==> config.mk <==
export PLATFORM = sky130hd
export DESIGN_NAME = method_call_arbiter
export DESIGN_NICKNAME = d
export VERILOG_FILES = /design/src/rtl/method_call_arbiter.sv
export SDC_FILE = /design/constraint.sdc
export NUM_CORES = 1
export LEC_CHECK = 0
export ABC_AREA = 1
export CORE_MARGIN = 4
export CORE_UTILIZATION = 51
export DETAILED_ROUTE_END_ITERATION = 7
export PLACE_DENSITY = 0.84
export SLEW_MARGIN = 20
export SYNTH_ARGS = -nofsm -noshare
export SYNTH_HDL_FRONTEND = slang
export SYNTH_SLANG_ARGS = --single-unit
==> constraint.sdc <==
create_clock -name clk -period 2.1 [get_ports clk]
set_input_delay 0.42 -clock clk [delete_from_list [all_inputs] [get_ports clk]]
set_output_delay 0.42 -clock clk [all_outputs]
set_load 0.02 [all_outputs]
==> src/rtl/method_call_arbiter.sv <==
`timescale 1ns/1ps
`default_nettype none
// ============================================================================
// Module   : method_call_arbiter
// Purpose  : Shares one compiled-method call port (req / busy / return) among
//            NUM_CLI requesters. Arbitration is round-robin and only one call
//            is in flight at a time. The FSM runs the req-pulse / busy-rise /
//            busy-fall handshake, captures the return value and reports
//            completion or watchdog timeout to the owning client.
// Revision : 1.0 - initial release
// ----------------------------------------------------------------------------
// Ports
//   clk            in   1        system clock, rising edge
//   reset          in   1        asynchronous reset, active low
//   cli_req        in   NUM_CLI  level request per client
//   cli_grant      out  NUM_CLI  one-hot owner of the method (ISSUE..COMPLETE)
//   cli_done       out  NUM_CLI  one-cycle end-of-call pulse to the owner
//   cli_err        out  NUM_CLI  with cli_done when the call timed out
//   cli_ret        out  RET_W    return value of the last successful call
//   method_req     out  1        one-cycle call request to the method
//   method_busy    in   1        method busy flag
//   method_return  in   RET_W    method return value
//   active         out  1        high whenever the FSM is not IDLE
// Parameter constraints: 2 <= NUM_CLI <= 8, 2**CNT_W > TIMEOUT.
// ============================================================================
module method_call_arbiter #(
  parameter int NUM_CLI = 4,
  parameter int RET_W   = 32,
  parameter int TIMEOUT = 10000,
  parameter int CNT_W   = 16
) (
  input  logic               clk,
  input  logic               reset,
  input  logic [NUM_CLI-1:0] cli_req,
  output logic [NUM_CLI-1:0] cli_grant,
  output logic [NUM_CLI-1:0] cli_done,
  output logic [NUM_CLI-1:0] cli_err,
  output logic [RET_W-1:0]   cli_ret,
  output logic               method_req,
  input  logic               method_busy,
  input  logic [RET_W-1:0]   method_return,
  output logic               active
);

  localparam int               IDX_W   = (NUM_CLI > 1) ? $clog2(NUM_CLI) : 1;
  localparam logic [CNT_W-1:0] WD_LAST = CNT_W'(TIMEOUT - 1);
  localparam logic [IDX_W-1:0] IDX_TOP = IDX_W'(NUM_CLI - 1);

  typedef enum logic [2:0] {
    S_IDLE       = 3'd0,
    S_ISSUE      = 3'd1,
    S_WAIT_START = 3'd2,
    S_WAIT_DONE  = 3'd3,
    S_COMPLETE   = 3'd4
  } state_t;

  state_t             state_q, state_d;
  logic [IDX_W-1:0]   idx_q, idx_d;
  logic [IDX_W-1:0]   last_q, last_d;
  logic [CNT_W-1:0]   wd_q, wd_d;
  logic               err_q, err_d;
  logic [NUM_CLI-1:0] grant_q, grant_d;
  logic [RET_W-1:0]   ret_q, ret_d;

  // --------------------------------------------------------------------------
  // Round-robin pick: prefer the lowest requester above the last grant; if
  // there is none, wrap around and take the lowest requester overall.
  // --------------------------------------------------------------------------
  logic [NUM_CLI-1:0] above_mask;
  logic [NUM_CLI-1:0] req_hi;
  logic [NUM_CLI-1:0] pick_src;
  logic [IDX_W-1:0]   pick_idx;

  always_comb begin
    above_mask = '0;
    for (int i = 0; i < NUM_CLI; i++) begin
      above_mask[i] = (IDX_W'(i) > last_q);
    end
    req_hi   = cli_req & above_mask;
    pick_src = (|req_hi) ? req_hi : cli_req;
    pick_idx = '0;
    // Descending scan so the lowest set bit is the one that sticks.
    for (int i = NUM_CLI - 1; i >= 0; i--) begin
      if (pick_src[i]) begin
        pick_idx = IDX_W'(i);
      end
    end
  end

  // --------------------------------------------------------------------------
  // State register
  // --------------------------------------------------------------------------
  always_ff @(posedge clk or negedge reset) begin
    if (!reset) begin
      state_q <= S_IDLE;
      idx_q   <= '0;
      last_q  <= IDX_TOP;   // client 0 wins the first arbitration
      wd_q    <= '0;
      err_q   <= 1'b0;
      grant_q <= '0;
      ret_q   <= '0;
    end else begin
      state_q <= state_d;
      idx_q   <= idx_d;
      last_q  <= last_d;
      wd_q    <= wd_d;
      err_q   <= err_d;
      grant_q <= grant_d;
      ret_q   <= ret_d;
    end
  end

  // --------------------------------------------------------------------------
  // Next-state logic
  // --------------------------------------------------------------------------
  always_comb begin
    state_d = state_q;
    idx_d   = idx_q;
    last_d  = last_q;
    wd_d    = wd_q;
    err_d   = err_q;
    grant_d = grant_q;
    ret_d   = ret_q;

    case (state_q)
      S_IDLE: begin
        // A busy callee is owned by someone else; do not start a call.
        if ((cli_req != '0) && !method_busy) begin
          idx_d   = pick_idx;
          grant_d = NUM_CLI'(1) << pick_idx;
          state_d = S_ISSUE;
        end
      end

      S_ISSUE: begin
        wd_d    = '0;
        state_d = S_WAIT_START;
      end

      S_WAIT_START: begin
        // A low busy here is never a completion; only a rise moves us on.
        if (method_busy) begin
          wd_d    = '0;
          state_d = S_WAIT_DONE;
        end else if (wd_q == WD_LAST) begin
          err_d   = 1'b1;
          state_d = S_COMPLETE;
        end else begin
          wd_d = wd_q + CNT_W'(1);
        end
      end

      S_WAIT_DONE: begin
        if (!method_busy) begin
          ret_d   = method_return;
          state_d = S_COMPLETE;
        end else if (wd_q == WD_LAST) begin
          // Timed out: the previous return value is kept.
          err_d   = 1'b1;
          state_d = S_COMPLETE;
        end else begin
          wd_d = wd_q + CNT_W'(1);
        end
      end

      S_COMPLETE: begin
        last_d  = idx_q;
        grant_d = '0;
        err_d   = 1'b0;
        state_d = S_IDLE;
      end

      default: begin
        state_d = S_IDLE;
      end
    endcase
  end

  // --------------------------------------------------------------------------
  // Outputs are decoded from registered state so reset clears them at once.
  // grant_q is the one-hot owner for the whole call, so it doubles as the
  // per-client mask for the done/err pulses.
  // --------------------------------------------------------------------------
  assign cli_grant  = grant_q;
  assign cli_done   = (state_q == S_COMPLETE) ? grant_q : '0;
  assign cli_err    = ((state_q == S_COMPLETE) && err_q) ? grant_q : '0;
  assign cli_ret    = ret_q;
  assign method_req = (state_q == S_ISSUE);
  assign active     = (state_q != S_IDLE);

endmodule
`default_nettype wire

==> reports/results.ini <==
[run_status]
run_status = finished clean

[power]
irDropWorstVdd_uv = 938.0
powerDensity_mw_per_mm2 = 1346
power.internal_uw = 3357
swShare = 0.3911
pwr-share-comb = 0.453
seq_power_share = 0.327
p_leak_uw = 0.002041
clkPwrFrac = 0.220
p_switching_uw = 2156
power_uw = 5513

[sta]
setup_slack_ns = 0.1256
rsz0062_at_grt = no
relSlewSlack = 0.6779
report.final.slew_viol_count = 0
post-route-period-util = 0.9402
worst_pin_slew_ns = 0.4831
hold_viol = 0
max_freq_ghz = 0.5065
finalClockSkew_ns = 0.01012
tns_ns = 0
finalSetupViolCount = 0
finalCriticalPeriod_ns = 1.974

[grt]
gr-usage-met1 = 0.2657
grtUsageMet3 = 0.08095
grt.met2_usage = 0.3680
grt_pass1_wl_um = 12740
grt_busiest_layer = met2
overflow = 0
antenna_found_initial = 0
grt_max_degree = 42
grt_pass1_vias = 2910
grt_use_total = 0.2234

[clock_network]
cts-root-buf = clkbuf_8
numCtsBuffers = 9
cts_setup_buffers = 0
h-tree-depth = 3
clock-sinks = 60
clk_latency_ns = 0.33
cts_tree = done
clk_pin_slew_ns = 0.07
clock_path_buffers = 2

[floorplan]
die_area_sq_mm = 0.007055
core-area_sq_mm = 0.005540
die_width_um = 84.00
initial_core_util = 0.5316
die-height_um = 84.00
row_count = 27
ioPinCount = 85

[placed_design]
hpwl_um = 5261
gp_congestion = 0.8911
port_buffers = 84
pre_cts_ws_ns = 0.1508

[run]
drv_cap = 0

[synthesis]
netlist_area_sq_mm = 0.002945
ys_seq_elements = 60
avgSynthCellArea_sq_um = 7.475
synthCells = 394
syn_nets = 434
ys_types = 29
yosysWarnings = 0
ys_seq_area_frac = 0.5106

[setup_path]
path_max_fanout = 4
crit_required_ns = 1.68
crit_type = register to output pin
cp-end-kind = output pin
start_kind = register
cp.arrival_ns = 1.55

[routing]
wl_um = 7333
drc = 0
ant_nets = 0
wl_per_cell_um = 12.96
drtIter0Drc = 169
vias_per_cell = 5.035
num_vias = 2850
drtPass1Iterations = 4

[final_layout]
final_common_cell = nand2_1
layout-drive-gt1-share = 0.1053
antennaDiodeCount = 0
final_nets = 529
layout_common_cells = nand2_1, clkdlybuf4s50_1, dfrtp_1
syn_to_final_growth_pct = 39.08

[hold_path]
hold_path.class = primary input to async pin

-- cells by family (layout without fill, tap and decap cells) --
| family | after synthesis | after routing | synth area share |
|---|---|---|---|
| AO/OA/AOI/OAI | 22 | 22 | 0.04291 |
| XOR/XNOR | 2 | 2 | 0.005948 |
| adder cells (fa/ha/maj) | 1 | 1 | 0.004247 |
| buffers and inverters | 48 | 148 | 0.06712 |
| flip-flops | 60 | 60 | 0.5106 |
| AND/OR/NAND/NOR | 261 | 261 | 0.3692 |
-- worst max-delay path, cell delays in order (launching register included) --
cell and delay (ns):
dfrtp_1 0.35, buf_4 0.12, inv_2 0.06, nor2_2 0.18, inv_1 0.06, nor2_1 0.10, dlygate4sd2_1 0.36
-- what timing repair did --
action,in CTS,in global routing
setup endpoints to repair,9,9
gates cloned,0,0
gates resized for setup,9,17
hold buffers,0,0
-- power groups by stage --
stage | logic, uW | registers, uW | clock network (uW)
floorplan | 1080 | 2180 | 0
global placement | 2460 | 1810 | 0
detailed placement | 2510 | 1810 | 0
CTS | 2520 | 1810 | 1240
global route | 2760 | 1860 | 1290
finish | 2500 | 1810 | 1210
-- cells in the mapped netlist --
| master | n | area [sq um] |
|---|---|---|
| nand2_1 | 169 | 634.4 |
| ha_1 | 1 | 12.51 |
| inv_1 | 32 | 120.1 |
| a31oi_1 | 1 | 6.260 |
| nand3_1 | 29 | 145.1 |
| o21a_1 | 1 | 7.510 |
| buf_6 | 1 | 11.26 |
| o211ai_1 | 1 | 7.510 |
| o21ai_0 | 7 | 35.03 |
| o21bai_1 | 1 | 7.510 |
| inv_2 | 7 | 26.28 |
| nor2_2 | 5 | 31.28 |
| a21oi_2 | 1 | 8.760 |
| nand4_1 | 8 | 50.05 |
| dfrtp_1 | 58 | 1451 |
| xor2_1 | 2 | 17.52 |
| o21ai_2 | 1 | 8.760 |
| o21ai_1 | 3 | 15.01 |
| buf_2 | 3 | 15.01 |
| nor2_8 | 1 | 20.02 |
| nor3_1 | 6 | 30.03 |
| nand2_4 | 1 | 11.26 |
| a21oi_1 | 6 | 30.03 |
| nor2_1 | 41 | 153.9 |
| buf_4 | 1 | 7.510 |
| dfstp_2 | 2 | 52.55 |
| inv_4 | 1 | 6.260 |
| clkbuf_1 | 3 | 11.26 |
| nor2_4 | 1 | 11.26 |
-- path summary, 6_finish.rpt --
path / from / endpoint / slack [ns] / cells past startpoint
worst max-delay path: state_q[0] / method_req / 0.13 / 6
worst min-delay path: reset / cli_ret[0] / 0.04 / 1
worst max register to register: wd_q[0] / wd_q[3] / 0.41 / 7
worst min register to register: cli_ret[25] / cli_ret[25] / 0.48 / 2
max in group asynchronous: reset / cli_ret[22] / 1.48 / 2
min in group clk: cli_ret[25] / cli_ret[25] / 0.48 / 2
-- flip-flops by register name, indices dropped and copies added, names as in the netlist --
register	count
idx_q	2
wd_q	16
err_q	1
cli_ret	32
last_q	2
cli_grant	4
state_q	3
-- layout make-up --
type / count / area, sq um
Multi-Input combinational cell: 286 / 1244
Timing Repair Buffer: 92 / 869.6
Fill cell: 422 / 1444
Tap cell: 72 / 90.09
Clock inverter: 3 / 67.56
Clock buffer: 13 / 168.9
Sequential cell: 60 / 1504
Inverter: 40 / 152.6
-- metrics by stage --
step                instance area [sq um]  utilization  hold WS, ns  cells
detailed placement                   3899       0.7037       0.4049    550
finish                               4096       0.7394      0.04155    566
global route                         4096       0.7394      0.05890    566
floorplan                            2945            -       0.1244    394
global placement                     3899       0.7037       0.4024    550
CTS                                  4124       0.7444      0.03759    566
-- metal layers --
layer	up-vias	share of wire
met5	-	0
met4	0	0.016
met3	9	0.091
met2	107	0.46
li1	1414	-
met1	1320	0.43
(Power assumes the default switching activity.)
